**src/rtl/mem_port_arbiter.sv**
```systemverilog
// Arbiter sharing one single-ported memory between instruction fetch and data access.
// Data wins ties unless fetch has been starved; a watchdog aborts stuck transactions.
module mem_port_arbiter #(
    parameter int unsigned ADDR_W     = 32,
    parameter int unsigned DATA_W     = 32,
    parameter int unsigned STARVE_MAX = 4,
    parameter int unsigned TIMEOUT    = 15
) (
    input  logic              clk,
    input  logic              rst_n,
    // Fetch port
    input  logic              if_req,
    input  logic [ADDR_W-1:0] if_addr,
    output logic [DATA_W-1:0] if_rdata,
    output logic              if_ack,
    // Data port
    input  logic              d_req,
    input  logic              d_we,
    input  logic [ADDR_W-1:0] d_addr,
    input  logic [DATA_W-1:0] d_wdata,
    output logic [DATA_W-1:0] d_rdata,
    output logic              d_ack,
    // Memory port
    output logic              mem_req,
    output logic              mem_we,
    output logic [ADDR_W-1:0] mem_addr,
    output logic [DATA_W-1:0] mem_wdata,
    input  logic [DATA_W-1:0] mem_rdata,
    input  logic              mem_ready,
    // Pipeline control
    output logic              stall_if,
    output logic              stall_mem,
    output logic              timeout_err
);

    localparam logic [3:0] StarveMax = 4'(STARVE_MAX);
    localparam logic [7:0] TimeoutLast = 8'(TIMEOUT - 1);

    typedef enum logic [1:0] {
        StIdle = 2'b00,
        StBusy = 2'b01,
        StResp = 2'b10
    } state_e;

    state_e state_q, state_d;

    logic              owner_data_q, owner_data_d;
    logic [3:0]        starve_q, starve_d;
    logic [7:0]        wd_q, wd_d;

    logic              mem_req_q, mem_req_d;
    logic              mem_we_q, mem_we_d;
    logic [ADDR_W-1:0] mem_addr_q, mem_addr_d;
    logic [DATA_W-1:0] mem_wdata_q, mem_wdata_d;

    logic [DATA_W-1:0] if_rdata_q, if_rdata_d;
    logic              if_ack_q, if_ack_d;
    logic [DATA_W-1:0] d_rdata_q, d_rdata_d;
    logic              d_ack_q, d_ack_d;
    logic              timeout_err_q, timeout_err_d;

    logic              grant_data;
    logic              complete;
    logic              abort;
    logic [DATA_W-1:0] resp_data;

    // Grant decision, only meaningful in IDLE.
    always_comb begin
        grant_data = 1'b0;
        if (d_req && (!if_req || (starve_q != StarveMax))) begin
            grant_data = 1'b1;
        end
    end

    // Completion decision, only meaningful in BUSY; mem_ready wins over the watchdog.
    always_comb begin
        complete = 1'b0;
        abort    = 1'b0;
        if (mem_ready) begin
            complete = 1'b1;
        end else if (wd_q == TimeoutLast) begin
            complete = 1'b1;
            abort    = 1'b1;
        end
    end

    // Stores and aborted transactions return zero.
    always_comb begin
        resp_data = mem_rdata;
        if (abort || (owner_data_q && mem_we_q)) begin
            resp_data = '0;
        end
    end

    always_comb begin
        state_d       = state_q;
        owner_data_d  = owner_data_q;
        starve_d      = starve_q;
        wd_d          = wd_q;
        mem_req_d     = mem_req_q;
        mem_we_d      = mem_we_q;
        mem_addr_d    = mem_addr_q;
        mem_wdata_d   = mem_wdata_q;
        if_rdata_d    = if_rdata_q;
        if_ack_d      = 1'b0;
        d_rdata_d     = d_rdata_q;
        d_ack_d       = 1'b0;
        timeout_err_d = timeout_err_q;

        unique case (state_q)
            StIdle: begin
                if (d_req || if_req) begin
                    owner_data_d = grant_data;
                    mem_req_d    = 1'b1;
                    wd_d         = '0;
                    state_d      = StBusy;
                    if (grant_data) begin
                        mem_we_d    = d_we;
                        mem_addr_d  = d_addr;
                        mem_wdata_d = d_wdata;
                        if (if_req && (starve_q != StarveMax)) begin
                            starve_d = starve_q + 4'd1;
                        end
                    end else begin
                        mem_we_d    = 1'b0;
                        mem_addr_d  = if_addr;
                        mem_wdata_d = '0;
                        starve_d    = '0;
                    end
                end
            end

            StBusy: begin
                if (complete) begin
                    mem_req_d = 1'b0;
                    wd_d      = '0;
                    state_d   = StResp;
                    if (owner_data_q) begin
                        d_rdata_d = resp_data;
                        d_ack_d   = 1'b1;
                    end else begin
                        if_rdata_d = resp_data;
                        if_ack_d   = 1'b1;
                    end
                    if (abort) begin
                        timeout_err_d = 1'b1;
                    end
                end else begin
                    wd_d = wd_q + 8'd1;
                end
            end

            StResp: begin
                state_d = StIdle;
            end

            default: begin
                state_d   = StIdle;
                mem_req_d = 1'b0;
                wd_d      = '0;
            end
        endcase
    end

    always_ff @(posedge clk or negedge rst_n) begin
        if (!rst_n) begin
            state_q       <= StIdle;
            owner_data_q  <= 1'b0;
            starve_q      <= '0;
            wd_q          <= '0;
            mem_req_q     <= 1'b0;
            mem_we_q      <= 1'b0;
            mem_addr_q    <= '0;
            mem_wdata_q   <= '0;
            if_rdata_q    <= '0;
            if_ack_q      <= 1'b0;
            d_rdata_q     <= '0;
            d_ack_q       <= 1'b0;
            timeout_err_q <= 1'b0;
        end else begin
            state_q       <= state_d;
            owner_data_q  <= owner_data_d;
            starve_q      <= starve_d;
            wd_q          <= wd_d;
            mem_req_q     <= mem_req_d;
            mem_we_q      <= mem_we_d;
            mem_addr_q    <= mem_addr_d;
            mem_wdata_q   <= mem_wdata_d;
            if_rdata_q    <= if_rdata_d;
            if_ack_q      <= if_ack_d;
            d_rdata_q     <= d_rdata_d;
            d_ack_q       <= d_ack_d;
            timeout_err_q <= timeout_err_d;
        end
    end

    assign mem_req     = mem_req_q;
    assign mem_we      = mem_we_q;
    assign mem_addr    = mem_addr_q;
    assign mem_wdata   = mem_wdata_q;
    assign if_rdata    = if_rdata_q;
    assign if_ack      = if_ack_q;
    assign d_rdata     = d_rdata_q;
    assign d_ack       = d_ack_q;
    assign timeout_err = timeout_err_q;

    // Stall releases in the RESP cycle so the stage advances with the ack.
    assign stall_if  = if_req & ~if_ack_q;
    assign stall_mem = d_req & ~d_ack_q;

endmodule

```
**config.mk**
```make
export PLATFORM = sky130hd
export DESIGN_NAME = mem_port_arbiter
export DESIGN_NICKNAME = d
export VERILOG_FILES = /design/src/rtl/mem_port_arbiter.sv
export SDC_FILE = /design/constraint.sdc
export NUM_CORES = 1
export LEC_CHECK = 0
export ABC_AREA = 0
export BUFFER_PORTS_ARGS = -buffer_cell sky130_fd_sc_hd__buf_4
export CORE_MARGIN = 8
export CORE_UTILIZATION = 50
export DETAILED_ROUTE_END_ITERATION = 8
export PLACE_DENSITY_LB_ADDON = 0.25
export SYNTH_ARGS = -nofsm -noshare
export SYNTH_HDL_FRONTEND = slang
export SYNTH_SLANG_ARGS = --single-unit
```
**constraint.sdc**
```tcl
create_clock -name clk -period 3.59 [get_ports clk]
set_clock_uncertainty 0.05 [all_clocks]
set_input_delay 0.718 -clock clk [delete_from_list [all_inputs] [get_ports clk]]
set_output_delay 0.718 -clock clk [all_outputs]
set_load 0.05 [all_outputs]
```
=== Word level (Yosys, flattened, before mapping) ===
Index checks and enable logic that the tools add are counted.

* Input bits: 134
* Bits in registers: 148

* Eq/ne operators: 7
* $add $sub $neg: 2
* Reductions and logical operators: 16
* Bitwise gates (word level): 6
* Multiplexer cells: 25

{| class="wikitable"
|+ Operators by type and width
! cell !! number
|-
| two-way mux 32 bit || 3
|-
| one-hot mux 8 bit (3 select lines) || 1
|-
| two-way mux 8 bit || 2
|-
| AND reduction 3 bit || 5
|-
| two-way mux 1 bit || 13
|-
| adder 8 x 1 -> 8 bit, second input constant || 1
|-
| equality test 8 x 4 -> 1 bit, second input constant || 1
|-
| two-way mux 4 bit || 2
|-
| AND reduction 2 bit || 3
|-
| adder 4 x 1 -> 4 bit, second input constant || 1
|-
| two-way mux 2 bit || 2
|-
| != test 2 bit, second input constant || 2
|-
| != test 4 x 3 -> 1 bit, second input constant || 1
|-
| NOT 1 bit || 4
|-
| one-hot mux 2 bit (2 select lines) || 1
|-
| logical AND 1 bit || 3
|-
| logical OR 1 bit || 3
|-
| one-hot mux 1 bit (3 select lines) || 1
|-
| bitwise AND 1 bit || 2
|-
| equality test 2 x 1 -> 1 bit, second input constant || 1
|-
| equality test 2 bit, second input constant || 1
|-
| logical NOT 2 bit || 1
|-
| != test 2 x 1 -> 1 bit, second input constant || 1
|-
| logical NOT 1 bit || 1
|}

=== Depth between registers and ports, before layout ===
* Word-level depth: 6
* Depth in mapped cells: 7
* Depth with buffers taken out: 6

=== Least setup slack after synthesis ===
No wires, ideal clock.

* Path type: in2out
* Start point: input d_req
* End point: output stall_mem
* Path buffers: 1
* Stages on the path: 2
* Setup slack: 1.203 ns
* Arrival: 1.619 ns
* Cell sequence: clkbuf_1 > nor2b_1

* Cells in the longest elaborated chain, start to end: 1

{| class="wikitable"
|+ RTL lines
! item !! line !! source
|-
| from (decl) || 17 || <nowiki>input logic d_req,</nowiki>
|-
| bitwise AND 1 bit || 209 || <nowiki>assign stall_mem = d_req & ~d_ack_q;</nowiki>
|-
| to (decl) || 32 || <nowiki>output logic stall_mem,</nowiki>
|}

No other way between the ends.

=== Worst setup path after layout ===
* Start point: register wd_q[0]
* End point: register if_rdata_q[19], in the netlist if_rdata[19]

* Cells in the longest elaborated chain, start to end: 5
* Elaborated cells on any way between the ends: 7
* Classes of those cells: 1 x eq/ne; 4 x mux; 2 x reduce/logical

{| class="wikitable"
|+ RTL lines
! item !! line !! source
|-
| from (decl) || 49 || <nowiki>logic [7:0] wd_q, wd_d;</nowiki>
|-
| from (signal assigned) || 184 || <nowiki>wd_q <= wd_d;</nowiki>
|-
| equality test 8 x 4 -> 1 bit (*) || 81 || <nowiki>end else if (wd_q == TimeoutLast) begin</nowiki>
|-
| two-way mux 1 bit (*) || 81 ||
|-
| two-way mux 1 bit || 79 || <nowiki>if (mem_ready) begin</nowiki>
|-
| logical OR 1 bit || 90 || <nowiki>if (abort || (owner_data_q && mem_we_q)) begin</nowiki>
|-
| two-way mux 32 bit || 90 ||
|-
| to (signal assigned) || 189 || <nowiki>if_rdata_q <= if_rdata_d;</nowiki>
|-
| to (decl) || 56 || <nowiki>logic [DATA_W-1:0] if_rdata_q, if_rdata_d;</nowiki>
|}

Every way passes the cells marked *; elsewhere a longest branch is shown, timed or not.
A chain may end at the register's enable or synchronous reset.

==> results.txt <==
----------------------------------------------------
[Worst setup path]
  Reg-to-reg endpoint ... if_rdata[19]
  Critical Path Source Type ... flop
  Gate family responsible for the most delay along the worst path ... simple AND/OR/NAND/NOR gates
  Path depth of the worst reg2reg path ... 7
  Worst path bufs/invs ... 2
  Highest net fanout along the worst path ... 18
  Crit. End Element ... flop
  Startpoint of the most critical register-to-register path ... wd_q[0]
  Worst-path cell chain ... inv_1 -> ha_1 -> or4b_4 -> nor2_4 -> o21ai_2 -> buf_4 -> a22o_1
  Worst-path cell with the longest stage delay ... sky130_fd_sc_hd__or4b_4
  Critical Path Start ... wd_q[0]
  WP data required ... approximately 3.8 ns
  Arrival time at the worst endpoint ... between 2 and 2.5 ns
  Worst setup path class ... flop to flop
  Worst stage delay on the critical path ... 0.48 ns
  Flop2flop setup slack ... around 1.4 ns

[STA]
  Setup repair after global routing missed its margin ... false
  Hold violation total from the final report ... 0
  Transition time of the tightest slew-check pin ... 0.940 ns
  Relative slew slack ... 37.1%
  F_max ... between 400 and 500 MHz
  Clock period minus final worst setup slack ... approximately 2.2 ns
  Final setup margin ... 1.39 ns
  Pins over their slew limit ... 0
  Final critical-path share of the clock period ... ~60%
  Number of failing setup endpoints in the final timing report ... 0
  Total negative slack for setup checks ... 0 ns

[Synth]
  Post-synthesis adder-cell area fraction ... less than 1%
  Distinct cell type count of the synthesized netlist ... 43
  Post-synth EDFFs ... 0
  Synth Area in Simple Gates ... 5.99%
  Most frequently used flop master after synthesis ... sky130_fd_sc_hd__dfrtp_1
  Yosys warning total ... 0
  Share of synthesized flip-flops with an asynchronous set or reset ... 100%
  Syn Nets ... 590
  Leading cell types by total area after synthesis ... sky130_fd_sc_hd__dfrtp_1, sky130_fd_sc_hd__a22o_1, sky130_fd_sc_hd__mux2i_1
  Portion of netlist area occupied by mux cells ... under 10%
  Post-synthesis sequential area ratio ... a little over three fifths
  Proportion of netlist area held by the largest area contributor ... 62.9%
  Compound-cell area share of the yosys netlist ... approximately 20%
  Commonest cells in the netlist ... sky130_fd_sc_hd__dfrtp_1, sky130_fd_sc_hd__a22o_1, sky130_fd_sc_hd__nand2_1
  Post-Synth XOR/XNOR Area ... 0.743%
  Most instantiated library cell after synthesis ... sky130_fd_sc_hd__dfrtp_1
  Number of register bits inferred by synthesis ... ~150
  Mean area per synthesized cell ... roughly 13 sq um
  Post-Synthesis Cell Area ... about 5900 sq um
  Cell count after synthesis ... ~450
  Largest area contributor in the synthesized netlist ... sky130_fd_sc_hd__dfrtp_1
  Dominant combinational cell family by area after synthesis ... compound AO/OA/AOI/OAI gates

[Power]
  Proportion of power drawn by flip-flops and latches ... around 30%
  Net Switching ... 0.00466 W
  Share of total power in the clock network ... around 18%
  Peak supply drop ... roughly 0.75 mV
  Total power divided by cell area ... about 1100 nW/um^2
  Overall power ... slightly below 0.01 W
  Reported leakage power ... about 4.4 nW
  Switching power as a share of total power ... 48.0%
  Cell-internal power ... 0.00504 W
  Combinational group share of total power ... between 50 and 60%

[Clock tree]
  Clock tree from TritonCTS ... yes
  Number of buffers on the longest clock path ... 2
  Master cell of the clock root buffer ... sky130_fd_sc_hd__clkbuf_16
  Number of buffers added by the clock tree synthesis step ... 17
  Number of buffers added to fix hold violations after cts ... 0
  Resized Gates After CTS ... 0
  Total number of clock tree sinks ... about 150
  Worst-path clk slew ... 0.06 ns
  Clk Latency, worst-skew pair ... about 0.4 ns
  Maximum level of the CTS H-tree ... 4
  Number of setup buffers added after CTS ... 0

[Hold path]
  Class of the worst hold path ... input port to async pin

[Detailed routing]
  DR WL/cell ... 20.0 microns
  Number of remaining DRC errors ... 0
  Total routed wirelength ... 17400 microns
  Via-per-instance ratio ... 5.47
  Total via count in the routed design ... between 4k and 5k
  Drt pass-1 iters ... 5
  Count of antenna-violating nets left after detailed routing ... 0
  Starting DRT DRC Count ... 278

[Final layout]
  Layout fillers ... between 700 and 800
  Total inserted antenna cells ... 0
  Area growth syn-to-layout ... 45.1%
  Fraction of layout cells with a size suffix above 1 ... 44.4%
  Fraction of the core area covered by cells at the end of the flow ... 74.5%
  Number of nets in the layout ... roughly 850
  Total non-filler cell area in the finished layout ... approximately 8500 sq um

[Global route]
  Global route overflow ... 0
  Global-route wire length before repair ... approximately 28000 microns
  Global-route usage over all layers ... between 20% and 30%
  Pin count of the biggest net entering global routing ... a little over 100
  Vias in the first global route ... 5193
  Number of antenna violations at the first check in global routing ... 0

[Placed design]
  Detailed Place HPWL ... 13100 microns
  Buffers on Ports ... about 270
  Placed Area ... around 8000 sq um
  Final weighted congestion in routability-driven placement ... ~0.83
  Dpl ws ... between 1 and 1.5 ns

[Floorplan]
  Starting density of the core ... slightly above 50%
  Die area ... between 15000 and 20000 sq um
  Total number of placement rows ... 39
  I/O pins ... ~270
  Chip height ... about 120 microns
  Area of the placeable core ... around 11000 sq um
  Horizontal die dimension ... ~120 microns

[Run]
  Number of maximum-capacitance constraint violations ... 0

[Status]
  Status ... finished, final reports clean

----------------------------------------------------
-- worst max-delay path by stage --
stage          cells past startpoint  slack (ns)           end
6_report                           7        1.39  if_rdata[19]
5_1_grt                            7        1.24  if_rdata[20]
4_1_cts                            7        1.37  if_rdata[20]
3_5_place_dp                       6        1.20  mem_addr[11]
3_3_place_gp                       6        1.30   mem_addr[6]
2_1_floorplan                      2        1.20     stall_mem
-- layout make-up --
type / instances / area (sq um) / share of cell area, %
clock buffer: 19 / 453 / 5.30
clock inverter: 13 / 134 / 1.57
timing repair buffer: 276 / 2090 / 24.4
sequential: 148 / 3700 / 43.3
multi-input combinational: 264 / 1970 / 23.0
inverter: 6 / 22.5 / 0.264
tap: 143 / 179 / 2.09
-- metal layers --
layer	up-vias	part of all wire (%)	GRT usage, %
met5	-	0	0
met4	0	2.4	9.57
met3	25	8.6	9.36
met2	208	51	36.6
met1	2345	38	25.9
li1	2176	-	-
-- sequential cells by signal, summed over array words and instances, names as in the netlist --
name          flops
d_rdata          32
if_rdata         32
mem_addr         32
mem_wdata        32
wd_q              8
starve_q          4
state_q           2
d_ack             1
if_ack            1
mem_req           1
mem_we            1
owner_data_q      1
timeout_err       1
-- power by group through the flow --
stage               clock [W]  sequential (W)  combinational (W)
finish                0.00173         0.00288            0.00510
CTS                   0.00177         0.00288            0.00515
floorplan                   0         0.00519            0.00114
detailed placement          0         0.00288            0.00514
global placement            0         0.00285            0.00506
global route          0.00184         0.00297            0.00533
-- cells by family (layout without fill, tap and decap cells) --
family,count (synthesis),in the layout
AO/OA/AOI/OAI,152,152
multiplexers,32,32
buffers and inverters,40,314
XOR/XNOR,5,5
adder cells (fa/ha/maj),4,4
flip-flops,148,148
AND/OR/NAND/NOR,71,71
-- cells in the final DEF, fill, tap and decap left out, types with 5 or more instances in the layout --
cell / Yosys / routed
sky130_fd_sc_hd__dfrtp_1: 148 / 148
sky130_fd_sc_hd__nor2_1: 7 / 7
sky130_fd_sc_hd__clkinv_2: 0 / 5
sky130_fd_sc_hd__inv_1: 6 / 6
sky130_fd_sc_hd__buf_4: 2 / 274
sky130_fd_sc_hd__nand2_1: 42 / 41
sky130_fd_sc_hd__mux2i_1: 32 / 32
sky130_fd_sc_hd__xor2_1: 5 / 5
sky130_fd_sc_hd__clkbuf_16: 0 / 17
sky130_fd_sc_hd__a22o_1: 95 / 95
sky130_fd_sc_hd__o21ai_0: 37 / 37
-- through the flow --
step                hold WS, ns  std cells
floorplan                 0.372        452
global placement          0.404        837
detailed placement        0.400        837
CTS                       0.360        869
global route              0.392        869
finish                    0.319        869
Note: power is estimated with default switching activity, not from simulation.
